File: src/rtl/phase_accumulator_if.sv
`default_nettype none
// ============================================================================
//  Module      : phase_accumulator_if
//  Description : Stream bundle around the phase accumulator.
//                - freq   : FTW input stream with valid/ready
//                - offset : phase offset load (valid only, always accepted)
//                - phase  : phase output stream to the DDS (valid only)
//                The slave modport is the accumulator side and the master
//                modport is the driving/consuming side.
//  Revision    : 1.0 - initial release
// ============================================================================
interface phase_accumulator_if #(
   parameter int ACC_DW   = 32,
   parameter int PHASE_DW = 16
);
   logic [ACC_DW-1:0]   s_axis_freq_tdata;
   logic                s_axis_freq_tvalid;
   logic                s_axis_freq_tready;
   logic [ACC_DW-1:0]   s_axis_offset_tdata;
   logic                s_axis_offset_tvalid;
   logic [PHASE_DW-1:0] m_axis_phase_tdata;
   logic                m_axis_phase_tvalid;

   modport slave (
      input  s_axis_freq_tdata,
      input  s_axis_freq_tvalid,
      output s_axis_freq_tready,
      input  s_axis_offset_tdata,
      input  s_axis_offset_tvalid,
      output m_axis_phase_tdata,
      output m_axis_phase_tvalid
   );

   modport master (
      output s_axis_freq_tdata,
      output s_axis_freq_tvalid,
      input  s_axis_freq_tready,
      output s_axis_offset_tdata,
      output s_axis_offset_tvalid,
      input  m_axis_phase_tdata,
      input  m_axis_phase_tvalid
   );
endinterface
`default_nettype wire

File: src/rtl/phase_accumulator.sv
`default_nettype none
// ============================================================================
//  Module      : phase_accumulator
//  Description : NCO phase generator feeding the sine/cosine DDS stage.
//                Integrates a frequency tuning word every enabled cycle, adds
//                a phase offset and optional LFSR dither, and emits the
//                truncated phase two cycles after each enable.
//  Ports       : clk    - clock
//                reset  - asynchronous active-high reset
//                enable - advance accumulator / emit one sample
//                sync   - synchronous phase clear (also reseeds dither)
//                axis   - freq (valid/ready), offset (valid) and phase
//                         (valid) streams, slave modport
//  Revision    : 1.0 - initial release
// ============================================================================
module phase_accumulator #(
   parameter int PHASE_DW       = 16,
   parameter int ACC_DW         = 32,
   parameter int DITHER_DW      = 0,
   parameter int UPDATE_AT_WRAP = 0
) (
   input  wire logic          clk,
   input  wire logic          reset,
   input  wire logic          enable,
   input  wire logic          sync,
   phase_accumulator_if.slave axis
);

   localparam logic [31:0] c_lfsr_seed = 32'hACE12468;
   // Right-shifting Galois mask for x^32 + x^22 + x^2 + x + 1
   localparam logic [31:0] c_lfsr_taps = 32'h80200003;

   logic [ACC_DW-1:0] r_acc;
   logic [ACC_DW-1:0] r_ftw_active;
   logic [ACC_DW-1:0] r_ftw_shadow;
   logic [ACC_DW-1:0] r_offset_active;
   logic [ACC_DW-1:0] r_s1_sum;
   logic              r_pending;
   logic              r_s1_valid;

   logic [ACC_DW-1:0] w_a_cur;
   logic [ACC_DW:0]   w_step;
   logic [ACC_DW-1:0] w_dither;
   logic [ACC_DW-1:0] w_s2;
   logic              w_carry;
   logic              w_accept;
   logic              w_transfer;

   // sync forces the current phase to zero for this cycle's step and sample
   assign w_a_cur  = sync ? '0 : r_acc;
   assign w_step   = {1'b0, w_a_cur} + {1'b0, r_ftw_active};
   assign w_carry  = w_step[ACC_DW];

   assign axis.s_axis_freq_tready = !r_pending && !reset;
   assign w_accept = axis.s_axis_freq_tvalid && axis.s_axis_freq_tready;

   // Immediate mode hands the shadow over on the cycle after acceptance;
   // wrap mode waits for a phase-coherent point (carry-out or sync).
   assign w_transfer = r_pending &&
                       ((UPDATE_AT_WRAP == 0) || (enable && w_carry) || sync);

   assign w_s2 = r_s1_sum + w_dither;

   generate
      if (DITHER_DW > 0) begin : g_dither
         logic [31:0] r_lfsr;

         // Advances once per sample leaving stage 2; sync restarts the
         // sequence so dither is repeatable relative to phase zero.
         always_ff @(posedge clk or posedge reset) begin
            if (reset) begin
               r_lfsr <= c_lfsr_seed;
            end else if (sync) begin
               r_lfsr <= c_lfsr_seed;
            end else if (r_s1_valid) begin
               r_lfsr <= {1'b0, r_lfsr[31:1]} ^ (r_lfsr[0] ? c_lfsr_taps : 32'h0);
            end
         end

         assign w_dither = {{(ACC_DW-DITHER_DW){1'b0}}, r_lfsr[DITHER_DW-1:0]};
      end else begin : g_no_dither
         assign w_dither = '0;
      end

      if (ACC_DW > PHASE_DW) begin : g_trunc
         // Bits below the truncation point only matter for carry into the
         // output bits.
         logic w_unused_lsbs;
         assign w_unused_lsbs = ^w_s2[ACC_DW-PHASE_DW-1:0];
      end
   endgenerate

   always_ff @(posedge clk or posedge reset) begin
      if (reset) begin
         r_acc                    <= '0;
         r_ftw_active             <= '0;
         r_ftw_shadow             <= '0;
         r_offset_active          <= '0;
         r_pending                <= 1'b0;
         r_s1_sum                 <= '0;
         r_s1_valid               <= 1'b0;
         axis.m_axis_phase_tdata  <= '0;
         axis.m_axis_phase_tvalid <= 1'b0;
      end else begin
         if (enable) begin
            r_acc <= w_step[ACC_DW-1:0];
         end else if (sync) begin
            r_acc <= '0;
         end

         // Acceptance needs !pending and transfer needs pending, so the two
         // branches never compete.
         if (w_transfer) begin
            r_ftw_active <= r_ftw_shadow;
            r_pending    <= 1'b0;
         end else if (w_accept) begin
            r_ftw_shadow <= axis.s_axis_freq_tdata;
            r_pending    <= 1'b1;
         end

         if (axis.s_axis_offset_tvalid) begin
            r_offset_active <= axis.s_axis_offset_tdata;
         end

         // Stage 1: phase plus offset
         r_s1_valid <= enable;
         if (enable) begin
            r_s1_sum <= w_a_cur + r_offset_active;
         end

         // Stage 2: dither and truncate; data holds between samples
         axis.m_axis_phase_tvalid <= r_s1_valid;
         if (r_s1_valid) begin
            axis.m_axis_phase_tdata <= w_s2[ACC_DW-1 -: PHASE_DW];
         end
      end
   end

endmodule
`default_nettype wire

File: src/flat_wrapper.sv
// flat-port wrapper written by rule: the top's interface ports become plain ports
module phase_accumulator_flat 
#(
   parameter int PHASE_DW       = 16,
   parameter int ACC_DW         = 32,
   parameter int DITHER_DW      = 0,
   parameter int UPDATE_AT_WRAP = 0
)
  (clk, reset, enable, sync, axis_s_axis_freq_tdata, axis_s_axis_freq_tvalid, axis_s_axis_freq_tready, axis_s_axis_offset_tdata, axis_s_axis_offset_tvalid, axis_m_axis_phase_tdata, axis_m_axis_phase_tvalid);
  phase_accumulator_if #(.ACC_DW(ACC_DW), .PHASE_DW(PHASE_DW)) axis_i ();
  input  wire logic clk;
  input  wire logic reset;
  input  wire logic enable;
  input  wire logic sync;
  input wire logic [$bits(axis_i.s_axis_freq_tdata)-1:0] axis_s_axis_freq_tdata;
  input wire logic [$bits(axis_i.s_axis_freq_tvalid)-1:0] axis_s_axis_freq_tvalid;
  output wire logic [$bits(axis_i.s_axis_freq_tready)-1:0] axis_s_axis_freq_tready;
  input wire logic [$bits(axis_i.s_axis_offset_tdata)-1:0] axis_s_axis_offset_tdata;
  input wire logic [$bits(axis_i.s_axis_offset_tvalid)-1:0] axis_s_axis_offset_tvalid;
  output wire logic [$bits(axis_i.m_axis_phase_tdata)-1:0] axis_m_axis_phase_tdata;
  output wire logic [$bits(axis_i.m_axis_phase_tvalid)-1:0] axis_m_axis_phase_tvalid;
  assign axis_i.s_axis_freq_tdata = axis_s_axis_freq_tdata;
  assign axis_i.s_axis_freq_tvalid = axis_s_axis_freq_tvalid;
  assign axis_s_axis_freq_tready = axis_i.s_axis_freq_tready;
  assign axis_i.s_axis_offset_tdata = axis_s_axis_offset_tdata;
  assign axis_i.s_axis_offset_tvalid = axis_s_axis_offset_tvalid;
  assign axis_m_axis_phase_tdata = axis_i.m_axis_phase_tdata;
  assign axis_m_axis_phase_tvalid = axis_i.m_axis_phase_tvalid;
  phase_accumulator #(.PHASE_DW(PHASE_DW), .ACC_DW(ACC_DW), .DITHER_DW(DITHER_DW), .UPDATE_AT_WRAP(UPDATE_AT_WRAP)) u_core (.clk(clk), .reset(reset), .enable(enable), .sync(sync), .axis(axis_i));
endmodule
File: config.mk
export PLATFORM = sky130hd
export DESIGN_NAME = phase_accumulator_flat
export DESIGN_NICKNAME = d
export VERILOG_FILES = /design/src/rtl/phase_accumulator_if.sv /design/src/rtl/phase_accumulator.sv /design/src/flat_wrapper.sv
export SDC_FILE = /design/constraint.sdc
export NUM_CORES = 1
export LEC_CHECK = 0
export ABC_CLOCK_PERIOD_IN_PS = 8300
export CORE_MARGIN = 4
export CORE_UTILIZATION = 45
export CTS_BUF_LIST = sky130_fd_sc_hd__clkbuf_4 sky130_fd_sc_hd__clkbuf_8 sky130_fd_sc_hd__clkbuf_16
export CTS_CLUSTER_SIZE = 8
export DETAILED_ROUTE_END_ITERATION = 10
export GPL_ROUTABILITY_DRIVEN = 0
export GPL_TIMING_DRIVEN = 0
export PLACE_DENSITY = 0.61
export SYNTH_ARGS = -nofsm -noshare
export SYNTH_HDL_FRONTEND = slang
export SYNTH_SLANG_ARGS = --single-unit
File: constraint.sdc
create_clock -name clk -period 8.3 [get_ports clk]
set_input_delay 2.49 -clock clk [delete_from_list [all_inputs] [get_ports clk]]
set_output_delay 2.49 -clock clk [all_outputs]
set_load 0.005 [all_outputs]
After elaboration in Yosys (flattened, before gate mapping)
Index checks and enable logic that the tools add are counted.
{ "word_totals": {"reg_bits": 179, "input_bits": 70, "output_inout_bits": 18} }
{ "classes": {"add_sub_neg": 2, "mux": 4, "n_bitwise": 1, "n_reduce_logical": 5} }
{ "ops": {"columns": ["cell", "n"], "rows": [
  ["adder 32 bit", 2],
  ["2-to-1 mux 32 bit", 2],
  ["logical AND 1 bit", 2],
  ["logical NOT 1 bit", 2],
  ["2-to-1 mux 1 bit", 2],
  ["AND reduction 2 bit", 1],
  ["inverter 1 bit", 1]
]} }

Depth between registers and ports, before layout
{ "logic_depth": {"depth_word": 5, "depth_mapped": 21, "mapped_depth_nobuf": 16} }

Least setup slack after synthesis
Ideal clock, no wire load.
{ "synth_timing": {"kind": "input-to-reg", "start": "in sync", "end": "reg u_core.r_acc[26]", "setup_ns": 0.125, "arrival_time_ns": 6.187, "setup_slack_ns": 1.988, "path_stages": 21, "path_cell_list": "buf_4 inv_2 buf_2 buf_2 buf_1 clkbuf_1 nand2_1 xnor2_1 ha_1 a21o_1 o21ai_0 a32oi_2 nand3_2 o22ai_1 nor3b_1 o32a_1 o21ai_1 a31oi_1 o21bai_1 xor2_1 mux2_2"} }
{ "synth_between": {"elab_chain_len": 3} }
{ "synth_rtl": {"columns": ["element", "line", "source"], "rows": [
  ["from (decl)", "flat_wrapper.sv:14", "input wire logic sync;"],
  ["2-to-1 mux 32 bit *", null, null],
  ["adder 32 bit", "phase_accumulator.sv:51", "assign w_step = {1'b0, w_a_cur} + {1'b0, r_ftw_active};"],
  ["2-to-1 mux 32 bit *", "phase_accumulator.sv:105", "if (enable) begin"],
  ["to (signal assigned)", "phase_accumulator.sv:106", "r_acc <= w_step[ACC_DW-1:0];"],
  ["to (decl)", "phase_accumulator.sv:33", "logic [ACC_DW-1:0] r_acc;"]
]} }
Mark *: on every way between the ends. The rest lies on a longest branch, timed or not.
A chain may end at the register's enable or synchronous reset.

Worst setup path in the final report
Same ends and word-level chain as after synthesis.

==> reports/results.txt <==
Seq/Total Area, Yosys: 0.3771
CTS sink cnt: 163
R2r endpoint: u_core.r_acc[26]$_DFF_PP0_
Period minus WS final: 7.935 ns
Vias: 9375
Synthesized area: 0.01082 mm2
FFs w/ async S/R, synth: 1.000
Initial Util: 0.4594
Initial antenna violation count: 0
Synth Area in Adders: 0.02788
Wire length per cell: 18.88 um
GRT overflow: 0
Outcome: finished, final reports clean
Final #Nets: 1388
Vias in the first global route: 9071
H-tree depth: 4
Main combinational cell family by area after synthesis: compound AO/OA/AOI/OAI gates
Cells after Synth: 1197
Layout cells sized above 1: 0.1422
Utilization after layout: 0.5411
CTS Hold Bufs: 0
Die area: 0.02658 mm2
WP data arrival: 8.25 ns
Final critical-path share of the clock period: 0.9560
Inst Count DP: 1603
Actual slew at the worst max-slew pin: 0.9853 ns
Clock Latency Late Sink: 0.44 ns
Clk root buf: clkbuf_16
Dpl hpwl: 22.48 mm
Synth Area in Compound Gates: 0.2046
Total clock buffers created by CTS: 17
Largest net degree at the start of global routing: 92
Max IR drop VDD: 0.1350 mV
Flop-to-flop setup slack: 4.47 ns
Pleak: 5.025 nW
Port buffer count: 86
Hold Path Class: reg2reg
Synthesized Nets: 1283
RSZ-0062 raised after global routing: false
Fill cells: 2193
Critical path class: in2reg
Ys flop type: dfrtp_1
Row count: 56
R2R depth: 15
Avg Inst Size Synth: 9.036 um2
Synthesized flop and latch total: 163
Antenna cells: 0
R2R Path Start: u_core.r_acc[0]$_DFF_PP0_
GRT Total Usage: 0.2361
Worst setup EP type: flop
Synth Warn #: 0
Req. time, crit path: 8.62 ns
Wirelength, routed: 30.86 mm
DIE HEIGHT: 163.0 um
Non-filler cells, final: 1634
Post-CTS Resized: 0
Max Clock Skew: 0.01733 ns
Via-to-Cell Ratio: 5.737
Synth Area in XOR/XNOR: 0.09069
Hold endpoint: u_core.axis.m_axis_phase_tvalid$_DFF_PP0_
Number of max-cap violations: 0
Setup TNS: 0 ns
Final setup viols: 0
Slew Limit Fails: 0
Postcts setup bufs: 0
Highest Clock Rate: 126.0 MHz
DRC violations left: 0
ANT nets after route: 0
Simple-Gate Fraction of Synth Area: 0.1408
Synth-to-Final Area Change: 17.77%
Worst Min Path Start: u_core.r_s1_valid$_DFF_PP0_
Mux cell area share after synthesis: 0.09774
Clock transition at path regs: 0.08 ns
PD cells: 294.3 mW/mm2
Final hold vios: 0
Distinct cells, synth: 79
CP startpoint kind: primary input
Initial drt markers: 806
Post-synth EDFFs: 0
Global-route wire length before repair: 49.54 mm
Hold path cells: 0
Drt pass-1 iters: 5
Slew HR: 0.3431
Core Area: 0.02354 mm2
IO Count: 88
Clock buffer depth: 2
CP Max Fanout: 10
Die Width: 163.0 um
CTS tree: done
## how the worst max path moves through the flow
stage,from,end,depth (start not counted)
5_1_grt,sync,u_core.r_acc[26]$_DFF_PP0_,21
3_3_place_gp,reset,u_core.axis.m_axis_phase_tdata[0]$_DFFE_PP0P_,2
2_1_floorplan,reset,u_core.axis.m_axis_phase_tdata[0]$_DFFE_PP0P_,1
3_5_place_dp,sync,u_core.r_acc[30]$_DFF_PP0_,22
6_report,sync,u_core.r_acc[26]$_DFF_PP0_,21
4_1_cts,sync,u_core.r_acc[26]$_DFF_PP0_,22
## synthesized netlist by cell type, types with 20 or more instances
cell type / instances / area, um2
inv_1: 45 / 168.9
dfrtp_1: 163 / 4079
buf_2: 31 / 155.2
nor2_1: 64 / 240.2
xnor2_1: 75 / 656.9
nand3_1: 27 / 135.1
clkbuf_1: 58 / 217.7
mux2_2: 93 / 1047
o211ai_1: 20 / 150.1
nand2_1: 112 / 420.4
a21oi_1: 68 / 340.3
a31oi_1: 51 / 319.1
o21ai_0: 90 / 450.4
nor2b_1: 22 / 137.6
xor2_1: 37 / 324.1
## flip-flops by register name, summed over array words and instances (netlist names)
name                             count
u_core.axis.m_axis_phase_tvalid      1
u_core.r_acc                        32
u_core.r_ftw_shadow                 32
u_core.r_pending                     1
u_core.r_ftw_active                 32
u_core.r_s1_valid                    1
u_core.axis.m_axis_phase_tdata      16
u_core.r_offset_active              32
u_core.r_s1_sum                     16
## critical path, cell delays in order
cell and delay [ns]:
clkdlybuf4s50_1 0.57, buf_4 0.25, buf_2 0.34, buf_2 0.34
buf_2 0.35, clkbuf_1 0.57, nor2b_1 0.18, ha_1 0.27
ha_1 0.24, a21o_1 0.21, o21ai_0 0.20, a32oi_2 0.19
nand3_2 0.15, o22ai_1 0.15, nor3b_1 0.46, o32a_1 0.32
o21ai_1 0.13, a31oi_1 0.30, o21bai_1 0.12, xor2_1 0.16
mux2_2 0.27
## stage by stage
stage / cell area [um2] / power (W) / worst slack (ns) / hold slack, ns
after floorplan: 10820 / 0.002441 / 1.405 / 0.3519
after detailed placement: 12110 / 0.002896 / -0.02852 / 0.3602
after global routing: 12740 / 0.004016 / 0.1146 / 0.3998
final: 12740 / 0.003748 / 0.3651 / 0.3773
after CTS: 12740 / 0.003747 / 0.4104 / 0.3796
after global placement: 12080 / 0.002867 / -1.148 / 0.3580
## layout make-up
type,instances,area [um2],share of cell area
Sequential cell,163,4079,0.3202
Clock inverter,15,205.2,0.01611
Multi-Input combinational cell,878,6076,0.4770
Buffer,107,478.0,0.03752
Inverter,48,187.7,0.01473
Clock buffer,17,425.4,0.03340
Timing Repair Buffer,87,888.4,0.06974
Tap cell,319,399.1,0.03133
## placed cells by master (no fill, tap or decap), types with 9 or more instances in the layout
cell and instances:
a21oi_1 68, a31oi_1 51, and3_1 9, buf_1 9
buf_2 31, clkbuf_1 58, clkbuf_16 17, clkdlybuf4s50_1 86
dfrtp_1 163, ha_1 16, inv_1 44, maj3_1 9
mux2_2 93, nand2_1 112, nand3_1 27, nor2_1 64
nor2b_1 22, nor4b_1 14, nor4bb_1 10, o211ai_1 20
o21ai_0 90, o21ai_1 9, o21bai_1 9, o22ai_1 16
o32ai_1 13, xnor2_1 75, xor2_1 37
## cells by family (layout without fill, tap and decap cells)
| family | Yosys count | count (layout) |
|---|---|---|
| fa+ha+maj | 26 | 26 |
| compound gates | 344 | 344 |
| xor+xnor | 112 | 112 |
| flops | 163 | 163 |
| buf+inv | 156 | 274 |
| simple gates | 302 | 302 |
| mux | 94 | 94 |
## metal layers
layer / GRT usage / vias to the layer above / wire length, um
li1: - / 4516 / -
met1: 0.3360 / 4534 / 14460
met2: 0.3719 / 293 / 14020
met3: 0.04466 / 32 / 1872
met4: 0.06291 / 0 / 506
met5: 0 / - / 0
## power breakdown
part | switching (W) | leakage [nW] | internal (W)
clock | 0.000399 | 0.305 | 0.000439
combinational | 0.000986 | 2.76 | 0.000776
sequential | 0.000131 | 1.96 | 0.00102
(Power assumes the default switching activity.)
